File: config.mk
export PLATFORM = sky130hd
export DESIGN_NAME = midi_msg_ctrl
export DESIGN_NICKNAME = d
export VERILOG_FILES = /design/src/rtl/midi_msg_ctrl.sv
export SDC_FILE = /design/constraint.sdc
export NUM_CORES = 1
export LEC_CHECK = 0
export ABC_AREA = 1
export CAP_MARGIN = 5
export CORE_ASPECT_RATIO = 1.75
export CORE_MARGIN = 2
export CORE_UTILIZATION = 55
export DETAILED_ROUTE_END_ITERATION = 8
export PLACE_DENSITY_LB_ADDON = 0.12
export SKIP_CTS_REPAIR_TIMING = 1
export SYNTH_ARGS = -nofsm -noshare
export SYNTH_HDL_FRONTEND = slang
export SYNTH_SLANG_ARGS = --single-unit
File: constraint.sdc
create_clock -name clk -period 3.3 [get_ports clk]
set_input_delay 0.66 -clock clk [delete_from_list [all_inputs] [get_ports clk]]
set_output_delay 0.66 -clock clk [all_outputs]
set_load 0.03 [all_outputs]
File: src/rtl/midi_msg_ctrl.sv
// MIDI receive controller: frames serial bytes sampled once per bit and
// decodes Note On/Off events with running status and real-time pass-through.
module midi_msg_ctrl #(
    parameter bit         CHAN_FILTER_EN = 1'b0,
    parameter logic [3:0] CHANNEL        = 4'h0
) (
    input  logic       clk,
    input  logic       r,
    input  logic       rx,
    output logic       byte_valid,
    output logic [7:0] rx_byte,
    output logic       frame_err,
    output logic       note_valid,
    output logic       note_on,
    output logic [3:0] note_chan,
    output logic [6:0] note_key,
    output logic [6:0] note_vel
);

    typedef enum logic [1:0] {IDLE, DATA, STOP, BREAK} state_t;

    state_t     state_reg;
    logic [2:0] bit_cnt_reg;
    logic [7:0] shreg_reg;
    logic       line_high_reg;

    logic [7:0] run_stat_reg;
    logic       idx_reg;
    logic [6:0] key_reg;

    logic is_note;
    logic chan_ok;

    // 0x8n / 0x9n are the only statuses whose data bytes we decode.
    assign is_note = (run_stat_reg[7:5] == 3'b100);
    assign chan_ok = !CHAN_FILTER_EN || (run_stat_reg[3:0] == CHANNEL);

    always_ff @(posedge clk) begin
        if (r) begin
            state_reg     <= IDLE;
            bit_cnt_reg   <= 3'd0;
            shreg_reg     <= 8'h00;
            line_high_reg <= 1'b0;
            byte_valid    <= 1'b0;
            rx_byte       <= 8'h00;
            frame_err     <= 1'b0;
        end else begin
            byte_valid <= 1'b0;
            frame_err  <= 1'b0;
            // After reset the line may be mid-byte; require an idle-high
            // sample before trusting a falling edge as a start bit.
            if (rx) begin
                line_high_reg <= 1'b1;
            end
            case (state_reg)
                IDLE: begin
                    if (!rx && line_high_reg) begin
                        state_reg   <= DATA;
                        bit_cnt_reg <= 3'd0;
                    end
                end
                DATA: begin
                    shreg_reg[bit_cnt_reg] <= rx;
                    bit_cnt_reg            <= bit_cnt_reg + 3'd1;
                    if (bit_cnt_reg == 3'd7) begin
                        state_reg <= STOP;
                    end
                end
                STOP: begin
                    if (rx) begin
                        rx_byte    <= shreg_reg;
                        byte_valid <= 1'b1;
                        state_reg  <= IDLE;
                    end else begin
                        frame_err <= 1'b1;
                        state_reg <= BREAK;
                    end
                end
                BREAK: begin
                    if (rx) begin
                        state_reg <= IDLE;
                    end
                end
                default: state_reg <= IDLE;
            endcase
        end
    end

    always_ff @(posedge clk) begin
        if (r) begin
            run_stat_reg <= 8'h00;
            idx_reg      <= 1'b0;
            key_reg      <= 7'h00;
            note_valid   <= 1'b0;
            note_on      <= 1'b0;
            note_chan    <= 4'h0;
            note_key     <= 7'h00;
            note_vel     <= 7'h00;
        end else begin
            note_valid <= 1'b0;
            if (byte_valid) begin
                if (rx_byte[7]) begin
                    if (rx_byte[7:4] == 4'hF) begin
                        // Real-time bytes (F8-FF) leave the message state untouched.
                        if (!rx_byte[3]) begin
                            run_stat_reg <= 8'h00;
                            idx_reg      <= 1'b0;
                        end
                    end else begin
                        run_stat_reg <= rx_byte;
                        idx_reg      <= 1'b0;
                    end
                end else if (is_note) begin
                    if (!idx_reg) begin
                        key_reg <= rx_byte[6:0];
                        idx_reg <= 1'b1;
                    end else begin
                        idx_reg <= 1'b0;
                        if (chan_ok) begin
                            note_valid <= 1'b1;
                            note_on    <= run_stat_reg[4] && (rx_byte[6:0] != 7'h00);
                            note_chan  <= run_stat_reg[3:0];
                            note_key   <= key_reg;
                            note_vel   <= rx_byte[6:0];
                        end
                    end
                end
            end
        end
    end

endmodule

---- Yosys cells after proc, flatten, opt, wreduce, memory -nomap -nowiden ----
Index checks and enable logic that the tools add are counted.
operators by class
  $add $sub $neg .......................... 1
  order comparisons ....................... 2
  equal/unequal tests ..................... 11
  multiplexer cells ....................... 20
  bitwise operators ....................... 5
  reductions and logical operators ........ 17
operators with widths
  kind                   number
  $mux W8                2
  $mux W1                9
  $reduce_and A3 Y1      3
  $bwmux W8              1
  $mux W2                4
  $ne A2 B2 Y1 const B   4
  $pmux W2 S4            1
  $reduce_and A4 Y1      2
  $reduce_bool A7 Y1     1
  $eq A3 B3 Y1 const B   2
  $pmux W3 S2            1
  $not A1 Y1             5
  $eq A2 B2 Y1 const B   2
  $eq A4 B4 Y1 const B   1
  $lt A3 B4 Y1 const B   1
  $reduce_and A2 Y1      2
  $reduce_bool A2 Y1     2
  $reduce_or A4 Y1       1
  $add A3 B1 Y3 const B  1
  $demux W1 S3           1
  $ge A3 B1 Y1 const B   1
  $logic_and A1 B1 Y1    3
  $mux W3                1
  $ne A3 B3 Y1 const B   1
  other kinds (4)        4
storage, ports and cells
  register bits after elaboration ......... 60
  bits of input ports ..................... 3
  output and inout port bits .............. 30
  logic and storage cells ................. 71

---- Longest topological paths before layout ----
  word-level depth ........................ 5
  depth in mapped cells ................... 8
  mapped depth without buffers ............ 7

---- Worst setup path after synthesis ----
Ideal clock, no wire load.
  path type ............................... flip-flop to flip-flop
  start point ............................. register rx_byte[7]
  end point ............................... register run_stat_reg[4]
  setup time .............................. 0.113 ns
  arrival time ............................ 1.318 ns
  data required time ...................... 3.187 ns
  path slack .............................. 1.869 ns
  cell stages (with the launch flop) ...... 9
  path buffers ............................ 1
  period minus slack after synthesis ...... 1.431 ns
  path through ............................ dfxtp_1 nand2_2 nor2_4 nand2_2 nand3_2 buf_6 nand2_1 nand2_1 nor2_1
between the ends
  longest elaborated chain between the ends .. 3
  elaborated cells between the ends (all ways) .. 4
  classes of those cells .................. eq/ne (2); mux (1); reduce/logical (1)
RTL lines
  element                             line  text
  start: declaration                  11    output logic [7:0] rx_byte,
  start signal: assignment            71    rx_byte <= shreg_reg;
  $eq A4 B4 Y1                        103   if (rx_byte[7:4] == 4'hF) begin
  $ne A2 B2 Y1 (no source line)       --
  $reduce_and A3 Y1 (no source line)  --
  end signal: assignment              110   run_stat_reg <= rx_byte;
  end: declaration                    27    logic [7:0] run_stat_reg;
Parallel ways exist; a longest one is shown, timed or not.
A chain may end at the register's enable or synchronous reset.

---- Final worst setup path ----
  start point ............................. register byte_valid
  end point ............................... output port byte_valid
RTL lines
  element                   line  text
  start: declaration        10    output logic byte_valid,
  start signal: assignment  44    byte_valid <= 1'b0;
  start signal: assignment  48    byte_valid <= 1'b0;
  start signal: assignment  72    byte_valid <= 1'b1;
No word-level cell between the ends.

==> results <==
- The DRC violations left is 0.
- The post-route netlist has 6.322% of its cells at a drive strength greater than 1.
- The number of max-capacitance violations reported is 0.
- After technology mapping, the gate count stands at 312.
- The cell at the slowest stage of the critical path is clkdlybuf4s50_1.
- The number of H-tree branching levels is 3.
- Summed over all nets, the half-perimeter wirelength after detailed placement is 3282 um.
- After filler insertion, the fill cell instance count of the layout stands at 378.
- Dividing total power by cell area gives a power density of 476.5 nW/um^2.
- Data on the critical path arrives at its endpoint at 1.54 ns.
- For the final routed database, the setup TNS stands at 0 ns.
- The category of the worst setup path capture point is a primary output.
- The commonest register cell after synthesis is dfxtp_1.
- The reg2reg setup slack is 1.51 ns.
- The initial detailed-routing violation count is 49.
- The count of nets left with antenna violations once routing finished came out at 0.
- The total of flip-flops plus latches after synthesis is 60.
- The Yosys step of the flow raised 0 warnings.
- The number of antenna diodes is 0.
- For the pin with the worst max-slew slack, the measured transition is 0.6709 ns.
- The required time of the critical path is 2.64 ns.
- The leading cell type by number of instances after synthesis is nor2_1.
- The area growth from synthesis to layout is 21.56%.
- The area share of the leading cell type in the synthesized netlist is 51.86%.
- Setup repair after global routing left no endpoint under its margin.
- The clock insertion delay at the later pin of the skew report is 0.33 ns.
- The total number of clock tree sinks is 60.
- The full die area is 4767 sq um.
- During placement, the flow inserted port buffers numbering 32.
- The longest clock path from root to sink contains 2 buffers.
- The worst vdd rail ir drop is 0.4324 mV.
- Prior to clock tree synthesis, the placed netlist has a worst setup slack of 1.126 ns.
- In the synthesized netlist the async set-or-reset flop fraction comes to 0%.
- For this design the top-level I/O count stands at 33.
- The total overflow left after global routing is 0.
- The average vias per placed instance is 4.985.
- The worst min-delay path category is flop to flop.
- The time the worst path needs with I/O delays and setup is 2.203 ns.
- For this configuration, the core starts out at a cell density of 56.87%.
- The type of the worst setup path is flop to primary output.
- After detailed routing, the total wire length is 4505 um.
- The signal on the critical path passes through clkdlybuf4s50_1.
- The tree is rooted in a clkbuf_8.
- The routability congestion estimate from global placement is 0.7777.
- The delay contributed by the slowest stage of the critical path is 0.73 ns.
- Counting instances in the post-synthesis netlist gives the leading cell types as nor2_1, dfxtp_1, o21ai_0, inv_1, nand2_1.
- The via count of the first global-routing pass is 1,911.
- The global routing usage summed across all routing layers is 22.32%.
- The achievable frequency is 454.0 MHz.
- The wire length of the first global-routing pass is 7893 um.
- The count of endpoints failing setup in the final report is 0.
- The final worst slack is 1.097 ns.
- The total count of max-transition violations in the final report is 0.
- Measured on the finished design, the core utilization comes to 69.12%.
- The standard cell area after detailed placement is 2646 sq um.
- The final net count is 349.
- The post-synthesis share of cell area spent on full adders, half adders and majority gates is 1.080%.
- The synthesized-area fraction occupied by ao, oa, aoi and oai cells is 15.56%.
- The worst clock skew on the final layout is 0.005377 ns.
- Measured against the total synthesized area, the mux share comes to 0%.
- The analysis attributes to cell leakage a power of 0.001129 uW.
- The total nets after synthesis is 317.
- The final number of hold-violating endpoints came to 0.
- The number of buffers and inverters on the critical path is 1.
- The clock edge transition at the registers on the reported setup and hold paths is 0.06 ns.
- For this run, the register share of the synthesized area comes to 51.86%.
- The synthesized netlist devotes 0% of its cell area to XOR and XNOR gates.
- The worst path uses 66.75% of the clock period.
- The horizontal extent of the die is 53.06 um.
- The summed instance area of the synthesized netlist is 2316 sq um.
- By area, the combinational part of the netlist is dominated by simple AND/OR/NAND/NOR gates.
- The core area is 4073 sq um.
- The finished cells cover 2815 sq um.
- The number of buffers created by CTS is 9.
- Grouping stages by cell kind, the critical path spends the most delay in buffers and inverters.
- Entering global routing, the biggest net connects 51 pins.
- TritonCTS built the clock tree.
- The detailed-route wire length per cell is 11.35 um.
- The average instance in the mapped netlist occupies 7.423 sq um.
- The post-synthesis cell type count is 22.
- The standard-cell row count is 31.
- The number of antenna violations at the first check in global routing is 0.
- The largest area contributor in the synthesized netlist is dfxtp_1.
- The relative slew slack is 55.15%.
- The pre-antenna-repair detailed-routing pass consisted of 4 iterations.
- The startpoint type of the worst setup path is a flop.
- In this run the vertical extent of the chip is 89.85 um.
- The flow ran to the end, and the final reports show no timing, DRC or antenna violations.
- The routed layout has 1,979 vias.
- After synthesis, the cell types taking the most area are dfxtp_1, nor2_1, o21ai_0.
- The post-synthesis simple-gate area fraction is 23.61%.
- The number of flops mapped to enable cells by yosys is 0.
- Of all nets on the critical path, the largest fanout is 7.
power breakdown:
| group | internal [uW] | total (uW) | switching [uW] |
|---|---|---|---|
| Sequential | 730 | 735 | 4.91 |
| Clock | 307 | 558 | 251 |
| Combinational | 16.0 | 48.4 | 32.4 |
layout by cell type (no fill, tap or decap):
cell	count
nor2_4	1
dfxtp_1	60
nor2_2	1
ha_1	2
buf_4	1
clkbuf_1	2
a31oi_1	1
a21oi_2	1
o21ai_0	42
clkbuf_8	11
a21oi_1	24
nand3_2	1
nand3_1	9
nand2_1	29
nand4_1	2
inv_1	32
inv_2	1
clkdlybuf4s50_1	32
o211ai_1	1
o31ai_1	1
nand2_2	3
nor2_1	89
clkinv_2	2
per-stage QoR:
stage | cells | hold WS [ns] | power, uW
finish | 397 | 0.4620 | 1341
global route | 397 | 0.4802 | 1393
CTS | 397 | 0.4598 | 1354
detailed placement | 382 | 0.4504 | 799.6
global placement | 382 | 0.4356 | 798.0
floorplan | 312 | 0.4251 | 785.9
layer usage:
layer | share of wire [%] | GRT usage (%) | vias up
met4 | 3.3 | 13.46 | 0
li1 | - | - | 1055
met5 | 0 | 0 | -
met3 | 3.1 | 5.482 | 13
met1 | 39 | 21.64 | 880
met2 | 55 | 39.69 | 31
cell type report:
class                           instances  area, sq um  area share, %
Clock buffer                           13        158.9          5.644
Sequential cell                        60         1201          42.67
Timing Repair Buffer                   33        327.8          11.64
Multi-Input combinational cell        207        932.1          33.11
Clock inverter                          2        10.01         0.3556
Tap cell                               49        61.31          2.178
Inverter                               33        123.9          4.400
path summary, 6_finish.rpt:
kind,start,depth (start not counted),to
max,byte_valid,1,byte_valid
min reg2reg,run_stat_reg[3],2,run_stat_reg[3]
min,run_stat_reg[3],2,run_stat_reg[3]
max reg2reg,run_stat_reg[5],7,note_chan[1]
cell families (layout without fill, tap and decap cells):
group	count (synthesis)	count (layout)
simple gates	135	135
fa+ha+maj	2	2
compound gates	70	70
buf+inv	45	81
flops	60	60
(Power assumes the default switching activity.)
